File: config.mk
export PLATFORM = sky130hd
export DESIGN_NAME = fifo_wr_arbiter
export DESIGN_NICKNAME = d
export VERILOG_FILES = /design/src/rtl/fifo_arb_pkg.sv /design/src/rtl/fifo_wr_arbiter_rr_pick.sv /design/src/rtl/fifo_wr_arbiter.sv
export SDC_FILE = /design/constraint.sdc
export NUM_CORES = 1
export LEC_CHECK = 0
export ABC_AREA = 1
export CAP_MARGIN = 15
export CORE_MARGIN = 2
export CORE_UTILIZATION = 35
export CTS_CLUSTER_DIAMETER = 60
export CTS_CLUSTER_SIZE = 40
export DETAILED_ROUTE_END_ITERATION = 6
export PLACE_DENSITY = 0.79
export SYNTH_ARGS = -nofsm -noshare
export SYNTH_HDL_FRONTEND = slang
export SYNTH_SLANG_ARGS = --single-unit
File: constraint.sdc
create_clock -name wclk -period 1.3 [get_ports wclk]
set_input_delay 0.26 -clock wclk [delete_from_list [all_inputs] [get_ports wclk]]
set_output_delay 0.26 -clock wclk [all_outputs]
set_load 0.02 [all_outputs]
File: src/rtl/fifo_arb_pkg.sv
// Shared types and helpers for the FIFO write-side arbiter.
// Holds the FSM state encoding and the width helpers used to size ports and counters.
package fifo_arb_pkg;

   typedef enum logic {
      IDLE  = 1'b0,
      GRANT = 1'b1
   } arb_state_t;

   // Ceiling log2; returns 0 for inputs of 0 or 1.
   function automatic int unsigned clog2(input int unsigned v);
      int unsigned r;
      r = 0;
      while ((64'd1 << r) < 64'(v)) begin
         r = r + 1;
      end
      return r;
   endfunction

   // Beat counter width for a given burst length.
   function automatic int unsigned bcw(input int unsigned burst);
      return clog2(burst) + 1;
   endfunction

endpackage

File: src/rtl/fifo_wr_arbiter_rr_pick.sv
// Round-robin picker: first set request bit searching upward from ptr+1 with wrap.
// Purely combinational.
module rr_pick
   import fifo_arb_pkg::*;
#(
   parameter  int unsigned NREQ = 4,
   localparam int unsigned IDW  = clog2(NREQ)
) (
   input  logic [NREQ-1:0] req,
   input  logic [IDW-1:0]  ptr,
   output logic            found,
   output logic [IDW-1:0]  idx
);

   // Two passes: indices above ptr first, then the wrapped range 0..ptr.
   always_comb begin
      found = 1'b0;
      idx   = '0;
      for (int i = 0; i < int'(NREQ); i++) begin
         if (!found && req[i] && (IDW'(i) > ptr)) begin
            found = 1'b1;
            idx   = IDW'(i);
         end
      end
      for (int i = 0; i < int'(NREQ); i++) begin
         if (!found && req[i] && (IDW'(i) <= ptr)) begin
            found = 1'b1;
            idx   = IDW'(i);
         end
      end
   end

endmodule

File: src/rtl/fifo_wr_arbiter.sv
// Write-side arbiter for the async FIFO: round-robin grants of up to BURST words
// from NREQ producers onto the single winc/wdata port, back-pressured by wfull.
module fifo_wr_arbiter
   import fifo_arb_pkg::*;
#(
   parameter  int unsigned DSIZE = 8,
   parameter  int unsigned NREQ  = 4,
   parameter  int unsigned BURST = 4,
   localparam int unsigned IDW   = clog2(NREQ)
) (
   input  logic                  wclk,
   input  logic                  wrst_n,
   input  logic [NREQ-1:0]       req_valid,
   input  logic [NREQ*DSIZE-1:0] req_data,
   output logic [NREQ-1:0]       req_ready,
   input  logic                  wfull,
   output logic                  winc,
   output logic [DSIZE-1:0]      wdata,
   output logic [IDW-1:0]        grant_id,
   output logic                  busy
);

   localparam int unsigned BCW = bcw(BURST);

   arb_state_t       state;
   arb_state_t       state_nxt;
   logic [IDW-1:0]   grant_nxt;
   logic [IDW-1:0]   ptr;
   logic [IDW-1:0]   ptr_nxt;
   logic [BCW-1:0]   beat;
   logic [BCW-1:0]   beat_nxt;

   logic             pick_found;
   logic [IDW-1:0]   pick_idx;
   logic             valid_g;
   logic [DSIZE-1:0] data_g;
   logic             xfer;
   logic             last_beat;

   rr_pick #(
      .NREQ (NREQ)
   ) u_pick (
      .req   (req_valid),
      .ptr   (ptr),
      .found (pick_found),
      .idx   (pick_idx)
   );

   // Select the granted requester's valid and data; other requesters are never looked at.
   always_comb begin
      valid_g = 1'b0;
      data_g  = '0;
      for (int i = 0; i < int'(NREQ); i++) begin
         if (IDW'(i) == grant_id) begin
            valid_g = req_valid[i];
            data_g  = req_data[i*DSIZE +: DSIZE];
         end
      end
   end

   assign xfer      = valid_g & ~wfull;
   assign last_beat = (beat == BCW'(BURST - 1));

   // State register with grant index, round-robin pointer and beat count.
   always_ff @(posedge wclk) begin
      if (!wrst_n) begin
         state    <= IDLE;
         grant_id <= '0;
         ptr      <= IDW'(NREQ - 1);
         beat     <= '0;
      end else begin
         state    <= state_nxt;
         grant_id <= grant_nxt;
         ptr      <= ptr_nxt;
         beat     <= beat_nxt;
      end
   end

   // Next-state decode.
   always_comb begin
      state_nxt = state;
      grant_nxt = grant_id;
      ptr_nxt   = ptr;
      beat_nxt  = beat;
      unique case (state)
         IDLE: begin
            beat_nxt = '0;
            if (pick_found) begin
               grant_nxt = pick_idx;
               state_nxt = GRANT;
            end
         end
         GRANT: begin
            if (!valid_g) begin
               state_nxt = IDLE;
               ptr_nxt   = grant_id;
               beat_nxt  = '0;
            end else if (xfer) begin
               if (last_beat) begin
                  state_nxt = IDLE;
                  ptr_nxt   = grant_id;
                  beat_nxt  = '0;
               end else begin
                  beat_nxt  = beat + BCW'(1);
               end
            end
         end
         default: begin
            state_nxt = IDLE;
         end
      endcase
   end

   // Write port and handshakes; winc follows the registered wfull so no write lands on a full FIFO.
   always_comb begin
      winc      = 1'b0;
      busy      = 1'b0;
      req_ready = '0;
      wdata     = data_g;
      if (state == GRANT) begin
         busy = 1'b1;
         winc = xfer;
         for (int i = 0; i < int'(NREQ); i++) begin
            if (IDW'(i) == grant_id) begin
               req_ready[i] = ~wfull;
            end
         end
      end
   end

endmodule

==> qor.yml <==
status: "complete, but fails checks"
violations: "negative setup slack"
grt_usage_pct: 24.76
regToRegSetupSlack_ns: -0.02
routed_wl_mm: 3.585
period_needed_ns: 1.657
leakagePower_nw: 0.8231
synth_enable_flop_cells: 0
syn_inst: 135
arrival_ns: 1.40
ys_ff_latch: 8
grt_pass1_vias: 1252
maxCapViolations: 0
yosysWarnings: 0
critPathKind: "reg2out"
vias_per_cell: 5.169
synth_top_area_cell: "dfxtp_1"
rr_startpoint: "grant_id[1]"
fin_nets: 256
yosysMostFrequentCell: "nand2_1"
ys.flop_type: "dfxtp_1"
design.die.area_mm2: 0.002737
clockRootBuffer: "clkbuf_4"
drtAntennaViolNets: 0
fmax_mhz: 603.4
yosys-top-cells-area: "dfxtp_1, nand2_1, nand4_1"
seq_area_frac_synth_pct: 19.60
final_core_util_pct: 79.92
cts.path.max_buffers: 2
fin_cells: 243
peakVddDrop_v: 0.0008101
fillers: 146
syn_area_um2: 817.0
setup_viol: 16
hold_violations: 0
cts.hold.buffers_added: 0
cts_sinks: 8
clk_latency_ns: 0.27
r2r_cells: 9
crit_end: "wdata[6]"
rows: 17
rsz0062_at_grt: "yes"
cp-end-kind: "output port"
drt_first_pass_iters: 4
path_clk_slew_ns: 0.05
numPortBuffers: 54
start_util_pct: 36.93
grt_max_degree: 10
syn_nets: 175
ys_types: 23
fin_skew_ns: 0.01382
synthTopCellsByCount: "nand2_1, nor2_1, inv_1, nand3_1, nand4_1"
tritoncts: "done"
drive_gt1_share_pct: 39.07
num_vias: 1256
setup_ws_ns: -0.3573
seqCellArea_um2: 168.9
grt_pass1_wl_mm: 5.147
io_pins: 55
hp-class: "reg2reg"
gp_congestion: 0.7873
drtIter0Drc: 23
routedWlPerCell_um: 14.75
critPathMaxFanout: 8
dp_cells: 233
startpoint: "grant_id[0]"
chipHeight_um: 52.32
start_kind: "register"
worstPathRequired_ns: 1.04
synth-async-reset-ratio_pct: 0
synth_top_area_share_pct: 19.60
rr_endpoint: "ptr[1]"
dieWidth_um: 52.32
multi_input_area_um2: 723.2
htree_levels: 1
grt.overflow.total: 0
numCtsBuffers: 3
area_growth_pct: 116.4
coreArea_mm2: 0.002212
route.detailed.drc: 0
avgSynthCellArea_um2: 6.052
slew_violations: 0
dp_hpwl_mm: 2.446
fin_crit_sh_pct: 127.5
relSlewSlack_pct: 79.97
n_antenna_cell: 0
antenna_found_initial: 0
power.density_mw_per_mm2: 945.8
worst_pin_slew_ns: 0.2996
-- stage by stage --
stage	setup slack, ns	total power, W	setup TNS, ns	instance area (um^2)	hold slack, ns
2_1_floorplan	-0.05207	0.0008731	-0.1192	933.4	0.3441
3_3_place_gp	-0.7138	0.001285	-9.006	1610	0.4712
3_5_place_dp	-0.7525	0.001304	-9.333	1610	0.4766
4_1_cts	-0.3270	0.001625	-3.185	1727	0.4933
5_1_grt	-0.4165	0.001767	-4.257	1768	0.5194
6_report	-0.3573	0.001672	-3.225	1768	0.4947
-- power breakdown --
part	internal (W)	total (W)	switching, W	leakage, nW
Clock	0.000118	0.000216	0.0000977	0.0150
Sequential	0.000276	0.000325	0.0000492	0.0672
Combinational	0.000563	0.00113	0.000568	0.741
Total	0.000958	0.00167	0.000714	0.823
-- placed cells by master (no fill, tap or decap), types with 2 or more instances in the layout --
cell type / synthesis / routed
nand4_1: 11 / 11
buf_4: 1 / 26
dlymetal6s2s_1: 0 / 2
clkbuf_4: 0 / 3
a21oi_4: 0 / 2
clkdlybuf4s50_1: 0 / 33
dfxtp_4: 0 / 2
nand3_4: 2 / 3
nor2_4: 0 / 3
inv_1: 14 / 12
a221oi_4: 0 / 2
nor2_1: 18 / 12
nor3_4: 0 / 2
nand2_2: 2 / 5
inv_4: 2 / 2
nor2_2: 2 / 5
nand2_4: 2 / 3
nand3_1: 13 / 12
a21oi_1: 9 / 4
nand2_1: 38 / 34
dlygate4sd2_1: 0 / 3
a21oi_2: 0 / 3
buf_6: 1 / 14
dfxtp_1: 8 / 5
buf_2: 2 / 2
-- flip-flops by register name (all words and copies together), names as in the netlist --
signal,flops
beat,3
grant_id,2
ptr,2
state,1
-- routing by layer --
| metal | share of wire (%) | GRT usage, % | wire length [um] | up-vias |
|---|---|---|---|---|
| met4 | 3.8 | 11.54 | 136 | 0 |
| met2 | 52 | 48.13 | 1851 | 61 |
| met5 | 0 | 0 | 0 | - |
| met1 | 37 | 25.44 | 1316 | 568 |
| li1 | - | - | - | 613 |
| met3 | 7.8 | 3.429 | 281 | 14 |
-- cell families after synthesis --
kind of cell / count (synthesis) / synth area share [%]
AND/OR/NAND/NOR: 92 / 57.12
flip-flops: 8 / 19.60
adder cells (fa/ha/maj): 1 / 1.531
buffers and inverters: 20 / 11.49
AO/OA/AOI/OAI: 14 / 10.26
-- worst max-delay path, cell delays in order, from the launching register on --
cell and delay, ns:
dfxtp_4 0.44, nor2_8 0.06, buf_6 0.12, a221oi_4 0.29, a21oi_4 0.09, buf_6 0.14
-- how the worst min path moves through the flow --
stage / startpoint / end / slack, ns / cells after the start
floorplan: wrst_n / ptr[0] / 0.34 / 1
global placement: ptr[0] / ptr[0] / 0.47 / 2
detailed placement: ptr[0] / ptr[0] / 0.48 / 2
CTS: ptr[0] / ptr[0] / 0.49 / 2
global route: beat[2] / beat[2] / 0.52 / 2
finish: beat[2] / beat[2] / 0.49 / 2
-- area by class of cell --
| class | instances | area share (%) |
|---|---|---|
| multi-input cells | 107 | 40.91 |
| repair buffers | 80 | 42.11 |
| well taps | 28 | 1.982 |
| inverters | 16 | 3.963 |
| flip-flops and latches | 8 | 9.554 |
| clock buffers | 4 | 1.486 |
-- timing repair --
| action | CTS | global route |
|---|---|---|
| resized for setup | 104 | 13 |
| setup endpoints to repair | 20 | 19 |
| buffers inserted | 6 | 0 |
| pin swaps | 11 | 5 |
Note: power is estimated with default switching activity, not from simulation.
